**src/rtl/uart_frame_packer_pkg.sv**
```systemverilog
// Shared types and constants for the UART frame packer: FSM state encoding,
// default header / channel bytes and a helper giving the framed byte count.
package uart_frame_packer_pkg;

  typedef enum logic [3:0] {
    IDLE,
    H0,
    H1,
    CH,
    SQ,
    CN,
    RQ,
    WT,
    SH,
    SL,
    CS,
    DN
  } state_t;

  localparam logic [7:0] DEF_HDR0  = 8'hA5;
  localparam logic [7:0] DEF_HDR1  = 8'h5A;
  localparam logic [7:0] DEF_CH_ID = 8'h02;

  // Header, header, channel, sequence, count, two bytes per sample, checksum.
  function automatic int frame_bytes(input int nsamp);
    return 6 + 2 * nsamp;
  endfunction

endpackage

```
**src/rtl/uart_frame_packer.sv**
```systemverilog
// Drains NSAMP 14-bit samples from the channel FIFO and streams them to the
// byte transmitter as one resynchronisable frame:
//   HDR0 HDR1 CH_ID seq NSAMP {hi lo}*NSAMP CSUM
// CSUM is the modulo-256 sum of every byte from CH_ID to the last low byte.
module uart_frame_packer
  import uart_frame_packer_pkg::*;
#(
  parameter int         NSAMP = 64,
  parameter logic [7:0] HDR0  = DEF_HDR0,
  parameter logic [7:0] HDR1  = DEF_HDR1,
  parameter logic [7:0] CH_ID = DEF_CH_ID
) (
  input  logic        clk,
  input  logic        rst_n,
  input  logic        start,
  input  logic        abort,
  input  logic [13:0] fifo_q,
  input  logic        fifo_empty,
  output logic        fifo_rdreq,
  output logic [7:0]  tx_data,
  output logic        tx_valid,
  input  logic        tx_ready,
  output logic        busy,
  output logic        frame_done,
  output logic [7:0]  seq
);

  // The count byte is only 8 bits wide, so frames of 0 or >255 samples
  // cannot be described on the wire.
  generate
    if (NSAMP < 1 || NSAMP > 255) begin : g_bad_nsamp
      $error("uart_frame_packer: NSAMP must be within 1..255");
    end
  endgenerate

  localparam logic [7:0] NSAMP_BYTE = 8'(NSAMP);

  state_t      state;
  state_t      next_state;
  logic [7:0]  csum;
  logic [7:0]  cnt;
  logic [13:0] sample;
  logic        xfer;
  logic        last_sample;

  assign xfer        = tx_valid && tx_ready;
  assign last_sample = ((cnt + 8'd1) == NSAMP_BYTE);

  // State register; abort is folded into next_state so it wins everywhere.
  always_ff @(posedge clk) begin
    if (!rst_n) begin
      state <= IDLE;
    end else begin
      state <= next_state;
    end
  end

  // Next-state logic: header bytes advance on transfer, sample fetch
  // stalls in RQ while the FIFO is empty.
  always_comb begin
    next_state = state;
    if (abort) begin
      next_state = IDLE;
    end else begin
      case (state)
        IDLE:    if (start) next_state = H0;
        H0:      if (xfer) next_state = H1;
        H1:      if (xfer) next_state = CH;
        CH:      if (xfer) next_state = SQ;
        SQ:      if (xfer) next_state = CN;
        CN:      if (xfer) next_state = RQ;
        RQ:      if (!fifo_empty) next_state = WT;
        WT:      next_state = SH;
        SH:      if (xfer) next_state = SL;
        SL:      if (xfer) next_state = last_sample ? CS : RQ;
        CS:      if (xfer) next_state = DN;
        DN:      next_state = IDLE;
        default: next_state = IDLE;
      endcase
    end
  end

  // Outputs decoded from state; tx_data depends only on registered values,
  // so it holds steady while the transmitter back-pressures.
  always_comb begin
    tx_valid   = 1'b0;
    tx_data    = 8'h00;
    fifo_rdreq = 1'b0;
    busy       = (state != IDLE);
    frame_done = 1'b0;
    case (state)
      H0: begin
        tx_valid = 1'b1;
        tx_data  = HDR0;
      end
      H1: begin
        tx_valid = 1'b1;
        tx_data  = HDR1;
      end
      CH: begin
        tx_valid = 1'b1;
        tx_data  = CH_ID;
      end
      SQ: begin
        tx_valid = 1'b1;
        tx_data  = seq;
      end
      CN: begin
        tx_valid = 1'b1;
        tx_data  = NSAMP_BYTE;
      end
      RQ: fifo_rdreq = !fifo_empty && !abort;
      SH: begin
        tx_valid = 1'b1;
        tx_data  = {2'b00, sample[13:8]};
      end
      SL: begin
        tx_valid = 1'b1;
        tx_data  = sample[7:0];
      end
      CS: begin
        tx_valid = 1'b1;
        tx_data  = csum;
      end
      DN: frame_done = 1'b1;
      default: ;
    endcase
  end

  // Datapath: checksum accumulation, sample capture, sample counting and
  // the per-frame sequence number; an aborted frame leaves seq untouched.
  always_ff @(posedge clk) begin
    if (!rst_n) begin
      seq    <= 8'h00;
      csum   <= 8'h00;
      cnt    <= 8'h00;
      sample <= 14'h0000;
    end else if (!abort) begin
      case (state)
        IDLE: begin
          if (start) begin
            csum <= 8'h00;
            cnt  <= 8'h00;
          end
        end
        CH, SQ, CN, SH: begin
          if (xfer) csum <= csum + tx_data;
        end
        WT: sample <= fifo_q;
        SL: begin
          if (xfer) begin
            csum <= csum + tx_data;
            cnt  <= cnt + 8'd1;
          end
        end
        DN: seq <= seq + 8'd1;
        default: ;
      endcase
    end
  end

endmodule

```
**config.mk**
```make
export PLATFORM = sky130hd
export DESIGN_NAME = uart_frame_packer
export DESIGN_NICKNAME = d
export VERILOG_FILES = /design/src/rtl/uart_frame_packer_pkg.sv /design/src/rtl/uart_frame_packer.sv
export SDC_FILE = /design/constraint.sdc
export NUM_CORES = 1
export LEC_CHECK = 0
export ABC_AREA = 1
export CORE_ASPECT_RATIO = 1.2
export CORE_MARGIN = 4
export CORE_UTILIZATION = 40
export CTS_CLUSTER_DIAMETER = 30
export CTS_CLUSTER_SIZE = 25
export DETAILED_ROUTE_END_ITERATION = 7
export DONT_BUFFER_PORTS = 1
export HOLD_SLACK_MARGIN = 0.06
export PLACE_DENSITY = 0.51
export SLEW_MARGIN = 20
export SYNTH_ARGS = -nofsm -noshare
export SYNTH_HDL_FRONTEND = slang
export SYNTH_SLANG_ARGS = --single-unit
```
**constraint.sdc**
```tcl
create_clock -name clk -period 3.4 [get_ports clk]
set_input_delay 0.51 -clock clk [delete_from_list [all_inputs] [get_ports clk]]
set_output_delay 0.51 -clock clk [all_outputs]
set_load 0.02 [all_outputs]
```
== Word-level counts from Yosys, hierarchy flattened ==
Index checks and enable logic that the tools add are counted.
Operators by class
  add/subtract/negate cells: 3
  equal/unequal tests: 23
  mux-type cells: 21
  bitwise operators: 2
  reductions and logical operators: 16
Operators by type and width (count)
  $pmux 8 s8: 1
  $mux 4: 11
  $pmux 4 s11: 1
  $pmux 8 s2: 2
  $mux 8: 3
  $ne 2x2->1 const B: 10
  $add 8x1->8 const B: 2
  $eq 4x3->1 const B: 4
  $eq 4x4->1 const B: 4
  $reduce_and 10->1: 1
  $add 8x8->8: 1
  $eq 4x2->1 const B: 2
  $eq 8x7->1 const B: 1
  $reduce_and 4->1: 2
  $reduce_or 8->1: 1
  $reduce_or 5->1: 1
  $eq 4x1->1 const B: 1
  $logic_not 4->1: 1
  $reduce_and 2->1: 2
  $reduce_bool 2->1: 2
  $reduce_bool 4->1: 1
  $mux 1: 3
  $logic_and 1x1->1: 2
  $logic_not 1->1: 2
  3 further kinds: 4
Storage, ports and cells
  register bits after elaboration: 42
  input port bits: 20
  output and inout port bits: 20
  word-level logic and storage cells: 70

== Longest topological paths before layout ==
  word-level depth: 6
  mapped depth: 18
  depth with buffers taken out: 18

== Least setup slack after synthesis ==
Ideal clock, no wire load.
  kind: register to register
  start point: register state[2]
  end point: register csum[4]
  library setup time: 0.132 ns
  arrival time: 2.506 ns
  required time: 3.268 ns
  setup slack: 0.762 ns
  stages on the path, launching flop included: 14
  buffers on the path: 1
  clock period less this slack: 2.638 ns
  cell sequence: dfxtp_1 > nor2_4 > nand2_2 > inv_2 > buf_2 > a21oi_1 > o2111ai_1 > ha_1 > fa_1 > a31oi_1 > xor2_1 > nor2_1 > nand3_1 > a21oi_1
Between the ends
  elaborated cells on any way between the ends: 21
  those cells by class: add/sub: 1; eq/ne: 10; mux: 4; reduce/logical: 6
RTL lines
  from (decl): RTL line uart_frame_packer.sv:38  | state_t state;
  from (signal assigned): RTL line uart_frame_packer.sv:54  | state <= next_state;
  $eq 4x4->1 (tied with other cells): RTL line uart_frame_packer.sv:91  | case (state)
  $pmux 8 s8 (*): RTL line uart_frame_packer.sv:91
  net tx_data[0]: RTL line uart_frame_packer.sv:20  | output logic [7:0] tx_data,
  $add 8x8->8 (*): RTL line uart_frame_packer.sv:147, uart_frame_packer.sv:152
  $mux 8 (*): RTL line uart_frame_packer.sv:147, uart_frame_packer.sv:151
  $pmux 8 s2 (*): RTL line uart_frame_packer.sv:139  | case (state)
  to (signal assigned): RTL line uart_frame_packer.sv:147  | if (xfer) csum <= csum + tx_data;
  to (signal assigned): RTL line uart_frame_packer.sv:152  | csum <= csum + tx_data;
  to (decl): RTL line uart_frame_packer.sv:40  | logic [7:0] csum;
The timed path passes the listed nets; every way through them passes the cells marked *. The select of a mux whose other input is x is not followed.
A chain may end at the register's enable or synchronous reset.

== Worst setup path after layout ==
  start point: register state[2]
  end point: register csum[6]
The elaborated chain is that of the path after synthesis.

==> metrics.csv <==
stage,metric,value,unit
placed_design,dp_cells,460,
logic_synthesis,synth_area_leaders,"dfxtp_1 (33%), nand2_1 (13%), a21oi_1 (10%), nand3_1 (7.4%), inv_1 (5.8%)",
grt,first_global_vias,2353,
clock_network,cts_root_buf,clkbuf_8,
timing,rsz0062_at_grt,false,
routing,highest_layer,met4,
routing,dr_total_vias,2463,
clock_network,hold_buffers,0,
worst_setup_path,cp_max_fo,7,
logic_synthesis,synth_cell_types,39,
power,powerDensity,367,nW/um^2
worst_setup_path,endpoint_kind,flop,
clock_network,clock_latency,0.30,ns
power,ir_drop,0.000220,V
logic_synthesis,yosysWarningCount,0,
worst_setup_path,worstSetupPathType,flop to flop,
timing,slew_violations,0,
worst_setup_path,rr_worst_depth,14,
routing,drtAntennaViolNets,0,
hold_path,hold_path_class,primary input to flop,
clock_network,cts_tree,done,
cells_and_area,fin_area,2760,um^2
logic_synthesis,synth.net_count,414,
placed_design,gp_congestion,0.864,
grt,grt-ovfl-total,0,
timing,hold_viol,0,
grt,antenna_found_initial,0,
worst_setup_path,cp-start-kind,flop,
timing,skew,0.00631,ns
cells_and_area,insertedDiodeCount,0,
job,drv_cap,0,
cells_and_area,nets,415,
timing,max_freq,333,MHz
timing,setup_viol,0,
placed_design,hpwl,5.51,mm
floorplanning,core,6130,um^2
logic_synthesis,async_flop_share,0,
grt,grt_pass1_wl,11.8,mm
logic_synthesis,ys.flop_type,dfxtp_1,
logic_synthesis,synthesis.area,2570,um^2
clock_network,clockBufferDepth,2,
floorplanning,io_pins,40,
timing,period_share,0.883,
floorplanning,start_util,0.420,
clock_network,cts.clk_slew.worst_paths,0.09,ns
routing,drtIter0Drc,138,
routing,drtPass1Iterations,4,
logic_synthesis,yosys_register_bits,42,
cells_and_area,layout-drive-gt1-share,0.0881,
power,p_leak,1.10,nW
timing,tightest_slew,0.922,ns
logic_synthesis,avgSynthCellArea,6.70,um^2
placed_design,portBuffers,0,
grt,grt_usage,0.199,
timing,slew_headroom,0.386,
routing,m1WireLength,3.13,mm
cells_and_area,area_growth,7.20,%
routing,route.detailed.drc,0,
timing,setup_tns,0,ns
routing,routedWlPerCell,15.3,um
clock_network,cts.repair.resized,0,
timing,fin_crit,3.00,ns
run_status,status,completed,
logic_synthesis,netlist_instances,384,
clock_network,cts-htree-levels,2,
clock_network,post_cts_buffers,0,
floorplanning,die_x,81.2,um
placed_design,placedInstanceArea,2650,um^2
clock_network,cts_buffers,5,
routing,wl_met3,366,um
routing,wl,7.18,mm
grt,grt_max_degree,26,
worst_setup_path,required,3.63,ns
logic_synthesis,synth_top_area_cell,dfxtp_1,
floorplanning,die_area,7780,um^2
logic_synthesis,synth_top_area_frac,0.327,
clock_network,cts.sinks,42,
routing,vias_per_cell,5.26,
floorplanning,die_h,95.8,um
timing,hold_ws,0.324,ns
worst_setup_path,critPathArrivalTime,3.23,ns
logic_synthesis,ys_seq_area_frac,0.327,
routing,dr_wl_met2,3.53,mm
cells_and_area,fin_cells,468,
floorplanning,fp-row-count,31,
logic_synthesis,synth_edf_count,0,
hold_path,holdPathStages,2,
path summary, 6_finish.rpt:
kind	startpoint	to	slack, ns
max	state[2]	csum[6]	0.40
min	rst_n	seq[2]	0.32
max reg2reg	state[2]	csum[6]	0.40
min reg2reg	sample[7]	sample[7]	0.47
layer usage:
| layer | track usage | vias up |
|---|---|---|
| li1 | - | 1283 |
| met1 | 0.239 | 1117 |
| met2 | 0.349 | 51 |
| met3 | 0.0431 | 12 |
| met4 | 0.0676 | 0 |
| met5 | 0 | - |
cells by family (layout without fill, tap and decap cells):
logic type / Yosys count / in the layout / share of synthesized area
xor gates and xnor gates: 5 / 5 / 0.0170
AOI/OAI and AO/OA: 81 / 81 / 0.173
DFF: 42 / 42 / 0.327
adders and majority gates: 10 / 10 / 0.0516
and+or+nand+nor: 190 / 190 / 0.346
buffers and inverters: 56 / 58 / 0.0861
power by group:
group,leakage [nW],internal (mW),switching [mW]
registers,0.338,0.493,0.00241
logic,0.704,0.0280,0.0867
clock network,0.0579,0.216,0.184
total,1.10,0.738,0.273
state kept, by name, indices dropped and copies added (netlist names):
register / flops
cnt: 8
state: 4
sample: 14
seq: 8
csum: 8
worst max-delay path, cell delays in order (launching register included):
cell	delay (ns)
dfxtp_1	0.50
inv_2	0.08
nor2_1	0.25
inv_2	0.07
nor2_1	0.21
inv_1	0.13
o2111ai_1	0.53
ha_1	0.31
fa_1	0.25
nand4_1	0.13
nand3_1	0.09
nand2_1	0.05
a21oi_1	0.11
nand3_1	0.08
a21oi_1	0.13
Yosys cell counts (3+ instances only):
cell and number:
nor2_2 4, o21ai_0 15, xor2_1 3, buf_2 3, nor2_1 26, a21oi_1 52
o2111ai_1 5, dfxtp_1 42, inv_1 40, nand3_1 38, nand4_1 8, clkbuf_1 4
or2_0 3, nand2_1 91, inv_2 8, nand2_2 6, a211oi_1 3, ha_1 9
area by class of cell:
type,instances,area [um^2]
fill,652,3370
multi-input combinational,286,1510
sequential,42,841
inverter,48,180
tap,82,103
clock buffer,5,68.8
clock inverter,3,40.0
timing repair buffer,2,15.0
metrics by stage:
| stage | total power [mW] | setup WS, ns | util |
|---|---|---|---|
| 2_1_floorplan | 0.598 | 0.762 | - |
| 3_3_place_gp | 0.623 | 0.465 | 0.432 |
| 3_5_place_dp | 0.622 | 0.445 | 0.432 |
| 4_1_cts | 1.02 | 0.408 | 0.450 |
| 5_1_grt | 1.05 | 0.0807 | 0.450 |
| 6_report | 1.01 | 0.397 | 0.450 |
placed cells by master (no fill, tap or decap), types with 2 or more instances in the layout:
master,Yosys,layout
xnor2_1,2,2
xor2_1,3,3
nand2_2,6,6
buf_4,0,2
nand4_1,8,8
nand2_1,91,91
inv_2,8,8
nor3_1,2,2
clkinv_2,0,2
dfxtp_1,42,42
o2111ai_1,5,5
ha_1,9,9
nand3_1,38,38
nor2_1,26,26
nor2_2,4,4
a21oi_1,52,52
inv_1,40,40
clkbuf_8,0,5
a211oi_1,3,3
or2_0,3,3
nand4_2,2,2
o21ai_0,15,15
Power figures use the tool's default switching activity.
